[src/rtl/acumulador_pkg.sv]
// Shared definitions for the accumulator slice: FSM state encoding and
// the two's-complement overflow test used by any adder-based stage.
package acumulador_pkg;

  typedef enum logic [1:0] {
    IDLE = 2'd0,
    ACUM = 2'd1,
    DONE = 2'd2
  } estado_t;

  // Signed overflow of a+b=s: both operands share a sign and the result's
  // sign differs from it. Only the sign bits are needed, so the function is
  // independent of operand width.
  function automatic logic desborde_signo(
    input logic a_msb,
    input logic b_msb,
    input logic s_msb
  );
    return (a_msb == b_msb) && (s_msb != a_msb);
  endfunction

endpackage

[src/rtl/sumadorNBits.sv]
// N-bit ripple-carry adder: s = a + b + c_in, with unsigned carry-out.
module sumadorNBits #(
  parameter int N = 8
) (
  input  logic [N-1:0] a,
  input  logic [N-1:0] b,
  input  logic         c_in,
  output logic [N-1:0] s,
  output logic         c_out
);

  logic [N:0] acarreo;

  assign acarreo[0] = c_in;

  // One full-adder cell per bit, chained through acarreo.
  genvar gi;
  generate
    for (gi = 0; gi < N; gi = gi + 1) begin : g_celda
      assign s[gi]           = a[gi] ^ b[gi] ^ acarreo[gi];
      assign acarreo[gi + 1] = (a[gi] & b[gi]) | (acarreo[gi] & (a[gi] ^ b[gi]));
    end
  endgenerate

  assign c_out = acarreo[N];

endmodule

[src/rtl/acumulador_nbits.sv]
// Handshaked multi-cycle accumulator. The registered sum is fed back into
// sumadorNBits as operand a; carry and signed overflow are collected as
// sticky flags for the run. A run ends after MAX_CUENTA operands or on fin,
// and the result is held with out_valid until the consumer takes it.
module acumulador_nbits
  import acumulador_pkg::*;
#(
  parameter int N          = 8,
  parameter int MAX_CUENTA = 4
) (
  input  logic                            clk,
  input  logic                            rst_n,
  input  logic                            start,
  input  logic                            fin,
  input  logic [N-1:0]                    dato,
  input  logic                            in_valid,
  output logic                            in_ready,
  output logic [N-1:0]                    resultado,
  output logic                            out_valid,
  input  logic                            out_ready,
  output logic                            carry,
  output logic                            overflow,
  output logic                            cero,
  output logic [$clog2(MAX_CUENTA+1)-1:0] cuenta
);

  localparam int CW = $clog2(MAX_CUENTA + 1);
  localparam logic [CW-1:0] ULTIMA = CW'(MAX_CUENTA - 1);

  estado_t       estado_reg,    estado_next;
  logic [N-1:0]  resultado_reg, resultado_next;
  logic          carry_reg,     carry_next;
  logic          overflow_reg,  overflow_next;
  logic [CW-1:0] cuenta_reg,    cuenta_next;

  logic [N-1:0]  suma;
  logic          suma_cout;
  logic          aceptar;

  // The running sum is always operand a; dato is b. No carry-in.
  sumadorNBits #(.N(N)) u_sumador (
    .a     (resultado_reg),
    .b     (dato),
    .c_in  (1'b0),
    .s     (suma),
    .c_out (suma_cout)
  );

  assign in_ready  = (estado_reg == ACUM);
  assign out_valid = (estado_reg == DONE);
  assign aceptar   = in_valid && in_ready;

  // State, accumulator, flags and counter; all cleared on rst_n low.
  always_ff @(posedge clk or negedge rst_n) begin
    if (!rst_n) begin
      estado_reg    <= IDLE;
      resultado_reg <= '0;
      carry_reg     <= 1'b0;
      overflow_reg  <= 1'b0;
      cuenta_reg    <= '0;
    end else begin
      estado_reg    <= estado_next;
      resultado_reg <= resultado_next;
      carry_reg     <= carry_next;
      overflow_reg  <= overflow_next;
      cuenta_reg    <= cuenta_next;
    end
  end

  // Next-state and datapath update; everything holds unless changed below.
  always_comb begin
    estado_next    = estado_reg;
    resultado_next = resultado_reg;
    carry_next     = carry_reg;
    overflow_next  = overflow_reg;
    cuenta_next    = cuenta_reg;

    case (estado_reg)
      IDLE: begin
        // Previous result stays visible until a new run clears it.
        if (start) begin
          resultado_next = '0;
          carry_next     = 1'b0;
          overflow_next  = 1'b0;
          cuenta_next    = '0;
          estado_next    = ACUM;
        end
      end

      ACUM: begin
        // An operand presented together with fin is still added.
        if (aceptar) begin
          resultado_next = suma;
          carry_next     = carry_reg | suma_cout;
          overflow_next  = overflow_reg |
                           desborde_signo(resultado_reg[N-1], dato[N-1], suma[N-1]);
          cuenta_next    = cuenta_reg + 1'b1;
        end
        if ((aceptar && (cuenta_reg == ULTIMA)) || fin) begin
          estado_next = DONE;
        end
      end

      DONE: begin
        // start is deliberately not looked at here, even on the handshake.
        if (out_ready) begin
          estado_next = IDLE;
        end
      end

      default: begin
        estado_next = IDLE;
      end
    endcase
  end

  assign resultado = resultado_reg;
  assign carry     = carry_reg;
  assign overflow  = overflow_reg;
  assign cuenta    = cuenta_reg;
  assign cero      = (resultado_reg == '0);

endmodule

[config.mk]
export PLATFORM = sky130hd
export DESIGN_NAME = acumulador_nbits
export DESIGN_NICKNAME = d
export VERILOG_FILES = /design/src/rtl/acumulador_pkg.sv /design/src/rtl/sumadorNBits.sv /design/src/rtl/acumulador_nbits.sv
export SDC_FILE = /design/constraint.sdc
export NUM_CORES = 1
export LEC_CHECK = 0
export BUFFER_PORTS_ARGS = -buffer_cell sky130_fd_sc_hd__buf_4
export CORE_MARGIN = 3
export CORE_UTILIZATION = 53
export CTS_CLUSTER_SIZE = 12
export DETAILED_ROUTE_END_ITERATION = 8
export GPL_ROUTABILITY_DRIVEN = 0
export PLACE_DENSITY = 0.91
export SYNTH_ARGS = -nofsm -noshare
export SYNTH_HDL_FRONTEND = slang
export SYNTH_SLANG_ARGS = --single-unit
export TNS_END_PERCENT = 5
[constraint.sdc]
create_clock -name clk -period 10.1 [get_ports clk]
set_clock_uncertainty 0.15 [all_clocks]
set_input_delay 2.02 -clock clk [delete_from_list [all_inputs] [get_ports clk]]
set_output_delay 2.02 -clock clk [all_outputs]
set_load 0.01 [all_outputs]
==> impl_metrics.tcl <==
set metrics [dict create \
    critPathMaxFanout 2 \
    hold_viol_final 0 \
    fin_crit_sh_pct 53.13 \
    cap_viol_max_count 0 \
    cts_setup_buffers 0 \
    critPathLaunchType "input port" \
    hold_depth 1 \
    endpoint_kind "flop" \
    fill_cells 146 \
    fmax_mhz 186.4 \
    finalMaxSlewViolations 0 \
    syn_avg_cell_area_um2 10.64 \
    clk_pin_slew_ns 0.09 \
    power_leakage_nw 0.7086 \
    r2r_slack_ns 6.10 \
    grt_pass1_vias 834 \
    synth_cell_types 24 \
    holdBufCountCts 0 \
    synth_edf_count 0 \
    numCtsBuffers 3 \
    tightest_slew_ns 0.8718 \
    grt_usage_pct 19.43 \
    ioPinCount 30 \
    final_antenna_net_count 0 \
    drt_iter0_markers 5 \
    arrival_ns 5.39 \
    min_path_type "flop to flop" \
    netlist_area_mm2 0.001075 \
    critPathKind "input port to flop" \
    drt-total-wl_um 2204 \
    start_util_pct 59.04 \
    clk_latency_ns 0.28 \
    antenna_found_initial 0 \
    drt_first_pass_iters 4 \
    synth_cells 101 \
    setup_ws_ns 4.734 \
    syn_nets 126 \
    ctsResizeCount 0 \
    ir_worst_vdd_mv 0.1658 \
    setup_viol 0 \
    overflow 0 \
    p_total_mw 0.3669 \
    hold_end "carry" \
    detail_route.vias_per_cell 5.484 \
    vias 839 \
    die_h_um 51.03 \
    synth-async-reset-ratio_pct 100.0 \
    numClockSinks 15 \
    syn_to_final_growth_pct 21.54 \
    cts_tree "done" \
    route.detailed.drc 0 \
    outcome "finished clean" \
    ys_seq_area_share_pct 34.92 \
    grt_max_degree 21 \
    synth_seq_cells 15 \
    layout-drive-gt1-share_pct 26.56 \
    clock-root-buffer "clkbuf_4" \
    worstRegToRegCells 13 \
    multi_input_area_um2 588.1 \
    ctsLongestPathBuffers 2 \
    min-delay-start "carry" \
    worstReg2RegEnd "resultado[7]" \
    seqCellArea_um2 375.4 \
    grt_pass1_wl_um 3808 \
    htree_levels 1 \
    yosys_warnings 0 \
    powerDensity_mw_per_mm2 280.9 \
    largest_reg_flops 8 \
    coreArea_mm2 0.001821 \
    ys.flop_type "dfrtp_1" \
    detailed_place_hpwl_um 1635 \
    slew_headroom_pct 41.76 \
    regToRegStartpoint "resultado[0]" \
    die_width_um 51.03 \
    avgRoutedWirePerCell_um 14.41 \
    nets 154 \
    fin_crit_ns 5.366 \
    rsz0062_at_grt "false" \
    n_antenna_cell 0 \
    port_buffers 29 \
    worstPathRequired_ns 10.13 \
    die_area_mm2 0.002604 \
    finalSetupTns_ns 0 \
    rows 15 \
    place_ws_ns 4.405 \
]
==> per-layer routing <==
layer | global-route usage [%] | vias up | share of wire (%)
met2 | 31.55 | 21 | 51
li1 | - | 403 | -
met5 | 0 | - | 0
met4 | 9.417 | 0 | 1.6
met1 | 25.24 | 411 | 43
met3 | 2.915 | 4 | 4.2
==> cell families (layout without fill, tap and decap cells) <==
family	after synthesis	after routing	share of synthesized area (%)
adders and majority gates	11	11	17.69
DFF	15	15	34.92
and+or+nand+nor	33	33	21.65
xor gates and xnor gates	1	1	0.8150
buffers and inverters	24	51	10.36
AOI/OAI and AO/OA	17	17	14.55
==> worst max-delay path, stage by stage <==
cell and delay, ns:
buf_4 0.08, ha_1 0.13, inv_1 0.04, fa_1 0.38
fa_1 0.41, fa_1 0.40, fa_1 0.38, inv_1 0.08
fa_1 0.16, inv_1 0.05, fa_1 0.37, fa_1 0.53
nor2_1 0.05, a221o_1 0.32
==> how the worst max path moves through the flow <==
| stage | startpoint | to | slack [ns] |
|---|---|---|---|
| after global routing | dato[0] | resultado[7] | 4.61 |
| after CTS | dato[0] | resultado[7] | 4.72 |
| after floorplan | dato[0] | resultado[7] | 4.69 |
| after detailed placement | dato[0] | resultado[7] | 4.41 |
| after global placement | dato[0] | resultado[7] | 4.49 |
| final | dato[0] | resultado[7] | 4.73 |
==> stage by stage <==
step | instances | util (%) | instance area [um2] | hold slack (ns)
2_1_floorplan | 101 | - | 1075 | 0.3913
3_3_place_gp | 149 | 70.31 | 1280 | 0.3400
3_5_place_dp | 149 | 70.31 | 1280 | 0.3517
4_1_cts | 153 | 71.75 | 1306 | 0.3769
5_1_grt | 153 | 71.75 | 1306 | 0.4002
6_report | 153 | 71.75 | 1306 | 0.3746
==> layout make-up <==
type                            count  area share, %
Multi-Input combinational cell     62          45.02
Timing Repair Buffer               29          16.67
Tap cell                           25          2.395
Inverter                           18          5.172
Clock buffer                        4          2.011
Sequential cell                    15          28.74
==> power breakdown <==
| part | switching (mW) | leakage [nW] | internal, mW |
|---|---|---|---|
| clock network | 0.0200 | 0.0150 | 0.0153 |
| registers | 0.0444 | 0.198 | 0.0856 |
| logic | 0.0905 | 0.495 | 0.111 |
==> cells in the mapped netlist, drive strengths merged (2+ instances only) <==
cell type	number	area (um2)
a221o	11	110.1
a22o	2	17.52
and2	2	12.51
and3b	10	87.58
and4bb	2	25.02
buf	5	40.04
dfrtp	15	375.4
fa	7	140.1
ha	4	50.05
inv	18	67.56
nand2b	2	12.51
nor2	8	30.03
nor2b	5	31.28
or4	2	15.01
==> cells in the final DEF, fill, tap and decap left out <==
cell type and n:
inv_1 18, and3b_1 10, nor2_1 8, a221o_1 11
nor2b_1 5, nand2b_1 2, and4bb_2 2, buf_4 29
and2_1 2, o21ai_0 1, or4_1 2, xnor2_1 1
clkbuf_4 3, a22o_1 2, or3b_1 1, o21bai_1 1
a211o_1 1, a21o_1 1, fa_1 7, ha_1 4
nor4bb_1 1, clkbuf_1 1, dfrtp_1 15
Note: power is estimated with default switching activity, not from simulation.
